### src/rtl/mlp_pkg.sv
// mlp_pkg: types and constants shared by the mlp inference datapath and its
// classifier head.
//   DATA_WIDTH_DEF : default logit width (signed Q8.8)
//   VEC_DEF        : default lanes per output BRAM word
//   FRAC_BITS      : fractional bits of the Q8.8 format
//   argmax_state_t : state encoding of the mlp_argmax controller
package mlp_pkg;

    localparam int DATA_WIDTH_DEF = 16;
    localparam int VEC_DEF        = 16;
    localparam int FRAC_BITS      = 8;

    typedef enum logic [2:0] {
        ST_IDLE  = 3'd0,
        ST_FETCH = 3'd1,
        ST_WAIT  = 3'd2,
        ST_SCAN  = 3'd3,
        ST_DONE  = 3'd4
    } argmax_state_t;

endpackage

### src/rtl/mlp_argmax.sv
// mlp_argmax: classifier head. On start, reads the layer-3 output BRAM one
// word at a time and scans the first DEPTH signed logits, one lane per cycle,
// reporting the index and value of the largest one (lowest index on ties).
//
// Ports:
//   clk, rst     : clock, asynchronous active-high reset
//   start        : one-cycle request, honoured only in IDLE
//   bram_en      : BRAM read enable (high in FETCH)
//   bram_addr    : BRAM word address
//   bram_rdata   : BRAM read data, valid one cycle after bram_en
//   busy         : run in progress (FETCH..DONE)
//   done         : one-cycle pulse, result final
//   valid        : class_out/max_out hold a completed result
//   class_out    : argmax index
//   max_out      : logit at class_out
//
// state | meaning
// ------+----------------------------------------------------------
// IDLE  | waiting for start; results held
// FETCH | bram_en high, bram_addr = current word
// WAIT  | BRAM data arriving; captured into word_q
// SCAN  | one lane compared per cycle
// DONE  | done pulse; results visible together with it
module mlp_argmax
    import mlp_pkg::*;
#(
    parameter  int DATA_WIDTH = DATA_WIDTH_DEF,
    parameter  int VEC        = VEC_DEF,
    parameter  int DEPTH      = 10,
    localparam int WORDS      = (DEPTH + VEC - 1) / VEC,
    localparam int CLASS_W    = $clog2(DEPTH),
    localparam int ADDR_W     = (WORDS > 1) ? $clog2(WORDS) : 1
) (
    input  logic                      clk,
    input  logic                      rst,
    input  logic                      start,
    output logic                      bram_en,
    output logic [ADDR_W-1:0]         bram_addr,
    input  logic [VEC*DATA_WIDTH-1:0] bram_rdata,
    output logic                      busy,
    output logic                      done,
    output logic                      valid,
    output logic [CLASS_W-1:0]        class_out,
    output logic [DATA_WIDTH-1:0]     max_out
);

    localparam int LANE_W = (VEC > 1) ? $clog2(VEC) : 1;

    argmax_state_t                state;
    logic [VEC*DATA_WIDTH-1:0]    word_q;
    logic [LANE_W-1:0]            lane_ptr;
    logic [CLASS_W-1:0]           idx_cnt;    // global index word*VEC + lane
    logic signed [DATA_WIDTH-1:0] best;
    logic [CLASS_W-1:0]           best_idx;

    logic signed [DATA_WIDTH-1:0] lane_val;
    logic                         take;
    logic signed [DATA_WIDTH-1:0] next_best;
    logic [CLASS_W-1:0]           next_idx;
    logic                         last_global;
    logic                         last_lane;

    // Running best including the lane under inspection, so the final lane's
    // outcome can be published on entry to DONE.
    always_comb begin
        lane_val    = $signed(word_q[lane_ptr*DATA_WIDTH +: DATA_WIDTH]);
        take        = (idx_cnt == '0) || (lane_val > best);
        next_best   = take ? lane_val : best;
        next_idx    = take ? idx_cnt  : best_idx;
        last_global = (idx_cnt == CLASS_W'(DEPTH - 1));
        last_lane   = (lane_ptr == LANE_W'(VEC - 1));
    end

    always_ff @(posedge clk or posedge rst) begin
        if (rst) begin
            state     <= ST_IDLE;
            bram_en   <= 1'b0;
            bram_addr <= '0;
            busy      <= 1'b0;
            done      <= 1'b0;
            valid     <= 1'b0;
            class_out <= '0;
            max_out   <= '0;
            word_q    <= '0;
            lane_ptr  <= '0;
            idx_cnt   <= '0;
            best      <= '0;
            best_idx  <= '0;
        end else begin
            bram_en <= 1'b0;
            done    <= 1'b0;
            case (state)
                ST_IDLE: begin
                    if (start) begin
                        bram_addr <= '0;
                        lane_ptr  <= '0;
                        idx_cnt   <= '0;
                        valid     <= 1'b0;
                        busy      <= 1'b1;
                        bram_en   <= 1'b1;
                        state     <= ST_FETCH;
                    end
                end
                ST_FETCH: begin
                    state <= ST_WAIT;
                end
                ST_WAIT: begin
                    word_q <= bram_rdata;
                    state  <= ST_SCAN;
                end
                ST_SCAN: begin
                    best     <= next_best;
                    best_idx <= next_idx;
                    idx_cnt  <= idx_cnt + 1'b1;
                    lane_ptr <= lane_ptr + 1'b1;
                    if (last_global) begin
                        class_out <= next_idx;
                        max_out   <= next_best;
                        valid     <= 1'b1;
                        done      <= 1'b1;
                        state     <= ST_DONE;
                    end else if (last_lane) begin
                        lane_ptr  <= '0;
                        bram_addr <= bram_addr + 1'b1;
                        bram_en   <= 1'b1;
                        state     <= ST_FETCH;
                    end
                end
                ST_DONE: begin
                    busy  <= 1'b0;
                    state <= ST_IDLE;
                end
                default: begin
                    state <= ST_IDLE;
                end
            endcase
        end
    end

endmodule

### config.mk
export PLATFORM = sky130hd
export DESIGN_NAME = mlp_argmax
export DESIGN_NICKNAME = d
export VERILOG_FILES = /design/src/rtl/mlp_pkg.sv /design/src/rtl/mlp_argmax.sv
export SDC_FILE = /design/constraint.sdc
export NUM_CORES = 1
export LEC_CHECK = 0
export ABC_CLOCK_PERIOD_IN_PS = 19700
export CAP_MARGIN = 10
export CORE_MARGIN = 3
export CORE_UTILIZATION = 55
export DETAILED_ROUTE_END_ITERATION = 7
export GPL_ROUTABILITY_DRIVEN = 0
export HOLD_SLACK_MARGIN = 0.08
export PLACE_DENSITY_LB_ADDON = 0.12
export SLEW_MARGIN = 20
export SYNTH_ARGS = -nofsm -noshare
export SYNTH_HDL_FRONTEND = slang
export SYNTH_SLANG_ARGS = --single-unit
### constraint.sdc
create_clock -name clk -period 19.7 [get_ports clk]
set_input_delay 5.91 -clock clk [delete_from_list [all_inputs] [get_ports clk]]
set_output_delay 5.91 -clock clk [all_outputs]
set_load 0.01 [all_outputs]
==> results of run 1 <==
-- path summary, 6_finish.rpt --
check	start	endpoint	slack (ns)	depth (start not counted)
setup / recovery	rst	lane_ptr[0]$_DFFE_PP0P_	12.35	3
hold reg to reg	max_out[8]$_DFFE_PP0P_	max_out[8]$_DFFE_PP0P_	0.49	2
setup reg to reg	lane_ptr[0]$_DFFE_PP0P_	best[4]$_DFFE_PP0P_	14.15	11
max in group clk	max_out[7]$_DFFE_PP0P_	max_out[7]	12.37	1
hold / removal	max_out[8]$_DFFE_PP0P_	max_out[8]$_DFFE_PP0P_	0.49	2
min in group asynchronous	rst	word_q[68]$_DFFE_PP0P_	5.88	2
-- placed cells by master, fill, tap and decap left out, drive strengths merged, types with 2 or more instances in the layout --
master,synthesis,final
mux2i,64,64
o31ai,7,7
mux4,32,32
nand3,5,5
o311ai,13,13
o21ai,33,33
a221oi,32,32
a22oi,16,16
nand4,6,6
dfrtp,312,312
a21oi,15,15
or2,2,2
o211ai,15,15
nand3b,2,2
inv,23,24
clkbuf,52,55
mux2,276,276
buf,18,12
clkinv,0,6
a31oi,2,2
nor3,5,5
nand2,48,48
nor2b,2,2
ha,20,20
nor2,14,14
clkdlybuf4s50,0,283
-- per-layer routing --
metal / part of all wire / wire (µm)
met3: 0.062 / 2340
met2: 0.48 / 18000
met1: 0.43 / 16100
met5: 0.00072 / 27
met4: 0.027 / 998
-- final cells by class --
cell class | instances | area, µm²
clock buffers | 55 | 1080
clock inverters | 8 | 68.8
fillers | 1691 | 6840
inverters | 23 | 93.8
multi-input cells | 620 | 6290
flip-flops and latches | 312 | 7810
well taps | 330 | 413
repair buffers | 295 | 2940
-- kinds of logic after synthesis --
group / Yosys count
fa+ha+maj: 20
mux: 372
buf+inv: 93
simple gates: 90
flops: 312
compound gates: 138
-- where the power goes --
| group | switching [mW] | internal [mW] |
|---|---|---|
| Sequential | 0.197 | 0.973 |
| Combinational | 0.783 | 0.818 |
| Clock | 0.254 | 0.391 |
-- state kept, by name, summed over array words and instances, names as in the netlist --
name / count
word_q: 256
best: 16
max_out: 16
best_idx: 4
class_out: 4
idx_cnt: 4
lane_ptr: 4
state: 3
bram_addr: 1
bram_en: 1
busy: 1
done: 1
valid: 1
-- through the flow --
| step | util | cell area [µm²] |
|---|---|---|
| detailed placement | 0.687 | 17500 |
| global placement | 0.687 | 17500 |
| floorplan | - | 14500 |
| global route | 0.732 | 18700 |
| finish | 0.732 | 18700 |
| CTS | 0.732 | 18700 |
-- worst register-to-register path, delay by kind of cell (launching register included) --
kind                       cells  cell delay [ns]
DFF                            1             0.76
muxes                          2             1.00
AOI/OAI and AO/OA              4             1.51
adders and majority gates      1             0.48
and+or+nand+nor                3             0.98
buffers and inverters          1             0.69
==> run summary, run 1 <==
Root Driver - clkbuf_16
CP peak stage delay - 0.82 ns
XOR/XNOR share of the synthesized area - 0
Top delay family on crit path - buffers and inverters
syn avg cell area - 14.1 µm²
most frequent cells after synthesis - 312 x dfrtp_1, 257 x mux2_2, 64 x mux2i_1
per-cell routed wire length - 22.8 µm
# diodes - 0
Peak supply drop - 0.170 mV
Worst Setup End Kind - async pin
largest net degree at the start of global routing - 188
clock tree from TritonCTS - yes
total track usage - 0.262
Mapped Nets - 1,304
worst hold path type - flop to flop
Placed Cells - 1,580
# IOs - 284
total number of yosys warnings - 0
Setup violations, final - 0
Yosys reg bits - 312
final hold slack - 0.489 ns
largest family of logic cells by synthesized area - multiplexers
later-pin clock latency in the skew report - 0.50 ns
std cell rows - 58
cell count after synthesis - 1,025
DRC - 0
Slew Limit Fails - 0
H-tree Lvls - 2
slowest CP cell - buf_4
Main synth FF type - dfrtp_1
initial antenna violation count - 2
max cap viols - 0
post-CTS setup buffers - 0
first-pass GRT wire length - 57,100 µm
final std cells w/o fill - 1,643
Max Fclk - 136 MHz
detailed placement HPWL - 27,000 µm
GRT Max-Usage Layer - met2
CTS Buf Count - 35
Crit path arrival time - 7.75 ns
mux contribution to synthesized area - 0.314
Die Area - 0.0283 mm²
Post-Place Worst Slack - 11.68 ns
Power Total - 3.42 mW
vias - 9,606
routed vias/inst - 5.85
CP Class - input pin to async pin
area share of the largest cell type after synthesis - 0.539
synth top area cells - dfrtp_1 54%, mux2_2 20%, mux4_2 5.0%
core area - 0.0255 mm²
FFs w/ async S/R, synth - 1.00
count leader, synth - dfrtp_1
Worst EP required - 20.09 ns
Final Hold Vio Count - 0
Tcrit/Tclk final - 0.373
outcome - completed
vias in the first global route - 9,960
Final Skew - 0.0158 ns
GR Overflow Total - 0
Compound-Gate Fraction of Synth Area - 0.0740
final setup margin - 12.35 ns
EDFF count, synth - 0
fin crit period - 7.35 ns
setup tns final - 0 ns
share of cells above drive strength 1 - 0.302
worst-path cell chain - clkdlybuf4s50_1, inv_8, buf_4
Post-Synth Adder-Cell Area - 0.0173
Netlist cell types - 48
DRT Wirelength - 37,500 µm
post-CTS sizing - 0
die width - 168 µm
Synth Area in Simple Gates - 0.0290
hold buffer count at CTS - 0
Lkg Pwr - 7.84 nW
met2 global-route usage - 0.421
met3 Usage GRT - 0.0495
GR Util met1 - 0.368
unrepaired setup endpoints after global routing - no
Longest Clk Path Bufs - 3
Seq/Total Area, Yosys - 0.539
Post-layout nets - 1,566
crit start category - input pin
worst-margin pin slew - 0.986 ns
post-route ant nets - 0
PwrDens - 183 mW/mm²
area delta synth->final - 29.1%
drt pass-1 iters - 6
port bufs - 283
Slew Limit Headroom - 0.343
Mapped Area - 0.0145 mm²
iteration-0 DRC count of the detailed router - 795
Worst-path clk slew - 0.06 ns
Crit path buffers/inverters - 3
initial core utilization - 0.567
post-synth top area cell - dfrtp_1
CTS sink cnt - 312
crit path max fanout - 85
die height - 168 µm
No activity file was read; power rests on OpenSTA's default activity.
==> run 2, diff against run 1 <==
--- a/config.mk
+++ b/config.mk
@@ -5,10 +5,10 @@
 export SDC_FILE = /design/constraint.sdc
 export NUM_CORES = 1
 export LEC_CHECK = 0
-export ABC_CLOCK_PERIOD_IN_PS = 19700
+export ABC_CLOCK_PERIOD_IN_PS = 6600
 export CAP_MARGIN = 10
 export CORE_MARGIN = 3
-export CORE_UTILIZATION = 55
+export CORE_UTILIZATION = 47
 export DETAILED_ROUTE_END_ITERATION = 7
 export GPL_ROUTABILITY_DRIVEN = 0
 export HOLD_SLACK_MARGIN = 0.08
==> constraint.sdc (replaced) <==
create_clock -name clk -period 6.6 [get_ports clk]
set_input_delay 1.98 -clock clk [delete_from_list [all_inputs] [get_ports clk]]
set_output_delay 1.98 -clock clk [all_outputs]
set_load 0.01 [all_outputs]
==> run summary, run 2 (same netlist as run 1, synthesis figures left out) <==
Final Skew - 0.0116 ns
Reg2Reg Depth - 11
Root Driver - clkbuf_16
GR Overflow Total - 0
Slew Limit Fails - 0
DRT Wirelength - 38,500 µm
die width - 182 µm
max cap viols - 0
RR Endpoint - best[14]$_DFFE_PP0P_
Seq. cell area - 0.00781 mm²
CTS Buf Count - 35
crit start category - flop
core area - 0.0300 mm²
sequential share of power - 0.336
Biggest register - word_q
routed vias/inst - 5.69
outcome - completed
post-CTS sizing - 0
Clk pwr share - 0.199
# diodes - 0
later-pin clock latency in the skew report - 0.51 ns
register-to-register path setup slack - 1.58 ns
Comb pwr share - 0.466
# IOs - 284
worst-margin pin slew - 1.07 ns
crit path max fanout - 39
PwrDens - 551 mW/mm²
hold buffer count at CTS - 0
Sw Pwr - 3.76 mW
Worst Setup End Kind - flop
Worst EP required - 6.99 ns
Peak supply drop - 0.366 mV
Final Hold Vio Count - 0
Longest Clk Path Bufs - 3
final setup margin - 1.58 ns
Setup violations, final - 0
Sw Ratio - 0.361
most frequent cells in the layout - 311 x dfrtp_1, 283 x clkdlybuf4s50_1, 257 x mux2_2
Post-layout nets - 1,564
die height - 182 µm
detailed placement HPWL - 28,100 µm
commonest non-fill, non-tap cell in the layout - dfrtp_1
per-cell routed wire length - 22.7 µm
Reg-to-Reg Start - lane_ptr[0]$_DFFE_PP0P_
post-CTS setup buffers - 0
max reg flops - 256
H-tree Lvls - 2
Regs by FF count - word_q (256), best (16), max_out (16)
clock tree from TritonCTS - yes
unrepaired setup endpoints after global routing - no
std cell rows - 63
Worst-path clk slew - 0.06 ns
largest net degree at the start of global routing - 166
iteration-0 DRC count of the detailed router - 719
critical path launch point - lane_ptr[0]$_DFFE_PP0P_
Lkg Pwr - 7.87 nW
Max Fclk - 199 MHz
setup tns final - 0 ns
CTS sink cnt - 312
Slew Limit Headroom - 0.286
port bufs - 283
post-route ant nets - 0
Die Area - 0.0330 mm²
first-pass GRT wire length - 59,300 µm
initial antenna violation count - 6
DRC - 0
vias - 9,656
fin crit period - 5.02 ns
multi-input combinational cell area - 0.00630 mm²
vias in the first global route - 10,100
CP Class - flop to flop
initial core utilization - 0.482
total track usage - 0.229
share of cells above drive strength 1 - 0.304
area delta synth->final - 30.4%
worst hold path type - flop to flop
Post-Place Worst Slack - 1.33 ns
Cell Int Power - 6.66 mW
Crit path arrival time - 5.41 ns
# fillers - 2,319
drt pass-1 iters - 5
Tcrit/Tclk final - 0.761
Worst Setup EP - best[14]$_DFFE_PP0P_
[run 2: routing by layer]
metal,part of all wire,global-route usage
met1,0.44,0.319
met2,0.47,0.367
met5,0.0019,0
met4,0.020,0.0481
met3,0.066,0.0599
[run 2: worst min-delay path by stage]
stage | slack (ns) | from | to | depth (start not counted)
2_1_floorplan | 0.47 | best_idx[2]$_DFFE_PP0P_ | best_idx[2]$_DFFE_PP0P_ | 1
3_3_place_gp | 0.48 | best_idx[2]$_DFFE_PP0P_ | best_idx[2]$_DFFE_PP0P_ | 1
3_5_place_dp | 0.48 | max_out[6]$_DFFE_PP0P_ | max_out[6]$_DFFE_PP0P_ | 2
4_1_cts | 0.50 | max_out[6]$_DFFE_PP0P_ | max_out[6]$_DFFE_PP0P_ | 2
5_1_grt | 0.52 | word_q[197]$_DFFE_PP0P_ | word_q[197]$_DFFE_PP0P_ | 1
6_report | 0.50 | max_out[6]$_DFFE_PP0P_ | max_out[6]$_DFFE_PP0P_ | 2
[run 2: stage by stage]
step	power, mW	hold slack [ns]	utilization	cells	cell area [µm²]
after global placement	8.21	0.477	0.588	1638	17700
final	10.4	0.496	0.629	1698	18900
after global routing	11.0	0.515	0.629	1698	18900
after detailed placement	8.35	0.480	0.588	1638	17700
after CTS	10.4	0.495	0.629	1698	18900
after floorplan	6.98	0.466	-	1025	14500
[run 2: power groups by stage]
stage	combinational, mW	clock (mW)	sequential, mW
3_3_place_gp	4.72	0	3.49
4_1_cts	4.85	2.10	3.49
5_1_grt	5.22	2.18	3.62
6_report	4.85	2.07	3.49
3_5_place_dp	4.82	0	3.52
2_1_floorplan	3.68	0	3.30
[run 2: final cells by class]
type,count,area share
timing repair buffer,293,0.157
clock inverter,13,0.0105
multi-input combinational,620,0.333
tap,390,0.0258
clock buffer,47,0.0547
sequential,312,0.414
inverter,23,0.00477
[run 2: worst max-delay path: stages (launching register included)]
cell and delay [ns]:
dfrtp_4 0.77, buf_12 0.37, mux4_2 0.57, a22oi_1 0.18, nand2_1 0.14, ha_1 0.42, nand4_2 0.17, or4_4 0.59
o21a_1 0.24, o31a_2 0.27, o21ai_4 0.80, mux2_4 0.36
==> run 3, diff against run 2 <==
--- a/config.mk
+++ b/config.mk
@@ -5,7 +5,7 @@
 export SDC_FILE = /design/constraint.sdc
 export NUM_CORES = 1
 export LEC_CHECK = 0
-export ABC_CLOCK_PERIOD_IN_PS = 6600
+export ABC_CLOCK_PERIOD_IN_PS = 4300
 export CAP_MARGIN = 10
 export CORE_MARGIN = 3
 export CORE_UTILIZATION = 47
==> constraint.sdc (replaced) <==
create_clock -name clk -period 4.3 [get_ports clk]
set_input_delay 1.29 -clock clk [delete_from_list [all_inputs] [get_ports clk]]
set_output_delay 1.29 -clock clk [all_outputs]
set_load 0.01 [all_outputs]
==> run summary, run 3 (same netlist as run 1, synthesis figures left out) <==
Crit path arrival time - 4.45 ns
register-to-register path setup slack - 0.22 ns
iteration-0 DRC count of the detailed router - 684
Worst EP required - 4.67 ns
core area - 0.0300 mm²
Post-layout nets - 1,591
RR Endpoint - max_out[12]$_DFFE_PP0P_
clock tree from TritonCTS - yes
PwrDens - 842 mW/mm²
vias - 9,758
outcome - completed
commonest non-fill, non-tap cell in the layout - dfrtp_1
Max Fclk - 245 MHz
area delta synth->final - 31.8%
CP Class - flop to flop
DRT Wirelength - 39,700 µm
die height - 182 µm
die width - 182 µm
Regs by FF count - word_q (256), best (16), max_out (16)
detailed placement HPWL - 29,200 µm
Hold Crit Depth - 2
Seq. cell area - 0.00781 mm²
crit start category - flop
Worst-path clk slew - 0.06 ns
Peak supply drop - 0.588 mV
CTS sink cnt - 312
Reg2Reg Depth - 12
Slew Limit Fails - 0
Reg-to-Reg Start - lane_ptr[0]$_DFFE_PP0P_
Clk pwr share - 0.189
largest net degree at the start of global routing - 179
max reg flops - 256
Final Hold Vio Count - 0
routed vias/inst - 5.65
slowest CP cell - or4_4
CP peak stage delay - 0.59 ns
Tcrit/Tclk final - 0.949
# IOs - 284
vias in the first global route - 10,300
most frequent cells in the layout - 311 x dfrtp_1, 283 x clkdlybuf4s50_1, 257 x mux2_2
worst hold endpoint - max_out[13]$_DFFE_PP0P_
CTS Buf Count - 35
Longest Clk Path Bufs - 3
Comb pwr share - 0.479
Slew Limit Headroom - 0.292
post-route ant nets - 0
fin crit period - 4.08 ns
initial core utilization - 0.482
Die Area - 0.0330 mm²
port bufs - 283
Post-Place Worst Slack - 0.265 ns
std cell rows - 63
hold buffer count at CTS - 0
Sw Ratio - 0.359
multi-input combinational cell area - 0.00629 mm²
drt pass-1 iters - 5
# fillers - 2,266
crit path max fanout - 20
post-CTS setup buffers - 0
Final Skew - 0.0166 ns
DRC - 0
post-CTS sizing - 0
Biggest register - word_q
worst-path cell chain - buf_12, mux4_2, a22oi_1, nand2_1, ha_1, nand4_2, or4_4, o21a_1, o31a_2, buf_4, o211ai_1, o311ai_2
later-pin clock latency in the skew report - 0.51 ns
worst-margin pin slew - 1.06 ns
per-cell routed wire length - 23.0 µm
unrepaired setup endpoints after global routing - no
Worst Setup End Kind - flop
initial antenna violation count - 6
Sw Pwr - 5.77 mW
worst hold path type - flop to flop
GR Overflow Total - 0
H-tree Lvls - 2
final std cells w/o fill - 1,728
Lkg Pwr - 7.99 nW
max cap viols - 0
Root Driver - clkbuf_16
total track usage - 0.238
Placed Cells - 1,665
final setup margin - 0.219 ns
HP Start - max_out[13]$_DFFE_PP0P_
first-pass GRT wire length - 61,100 µm
Setup violations, final - 0
share of cells above drive strength 1 - 0.315
sequential share of power - 0.332
Cell Int Power - 10.3 mW
## run 3: changes by cell type in the layout (fill, tap and decap cells not counted)
cell,previous run,this run
diode_2,0,3
inv_6,1,0
nor2b_2,0,1
buf_4,5,27
and2_2,1,0
nor2b_4,1,0
buf_12,5,10
and2_1,0,1
clkbuf_1,3,7
clkbuf_8,7,6
bufinv_16,5,3
## run 3: power groups by stage
stage,combinational (mW),clock [mW],sequential [mW]
6_report,7.69,3.04,5.34
5_1_grt,8.29,3.21,5.54
4_1_cts,7.68,3.10,5.34
3_5_place_dp,7.65,0,5.38
3_3_place_gp,7.49,0,5.37
2_1_floorplan,5.64,0,5.07
## run 3: cell type report
class	count	share of cell area
multi-input cells	620	0.330
diodes	3	0.000393
inverters	23	0.00472
clock buffers	50	0.0542
repair buffers	320	0.170
flip-flops and latches	312	0.409
well taps	390	0.0256
clock inverters	10	0.00682
## run 3: worst max-delay path, delay by kind of cell, from the launching register on
family          cells  cell delay [ns]
compound gates      5             1.10
simple gates        3             0.90
flops               1             0.54
mux                 1             0.52
buf+inv             2             0.46
fa+ha+maj           1             0.41
## run 3: worst max path at each step
stage	from	to	slack [ns]	cells past startpoint
2_1_floorplan	rst	best[0]$_DFFE_PP0P_	-1.14	1
3_3_place_gp	lane_ptr[0]$_DFFE_PP0P_	max_out[12]$_DFFE_PP0P_	0.29	12
3_5_place_dp	lane_ptr[0]$_DFFE_PP0P_	best[6]$_DFFE_PP0P_	0.27	12
4_1_cts	lane_ptr[0]$_DFFE_PP0P_	best[6]$_DFFE_PP0P_	0.26	12
5_1_grt	lane_ptr[0]$_DFFE_PP0P_	best[6]$_DFFE_PP0P_	0.009	12
6_report	lane_ptr[0]$_DFFE_PP0P_	max_out[12]$_DFFE_PP0P_	0.22	12
## run 3: stage by stage
step	setup TNS [ns]	area, µm²	power [mW]	utilization	hold WS [ns]
finish	0	19100	16.1	0.636	0.491
global route	0	19100	17.0	0.636	0.512
CTS	0	19100	16.1	0.635	0.496
detailed placement	0	17900	13.0	0.597	0.482
global placement	0	17900	12.9	0.597	0.477
floorplan	-357.21	14500	10.7	-	0.466
## run 3: metal layers
| layer | vias to the layer above | wire (µm) | global-route usage |
|---|---|---|---|
| li1 | 4405 | - | - |
| met1 | 4925 | 17800 | 0.344 |
| met2 | 354 | 18000 | 0.357 |
| met3 | 66 | 2700 | 0.0561 |
| met4 | 8 | 1120 | 0.0786 |
| met5 | - | 52 | 0 |
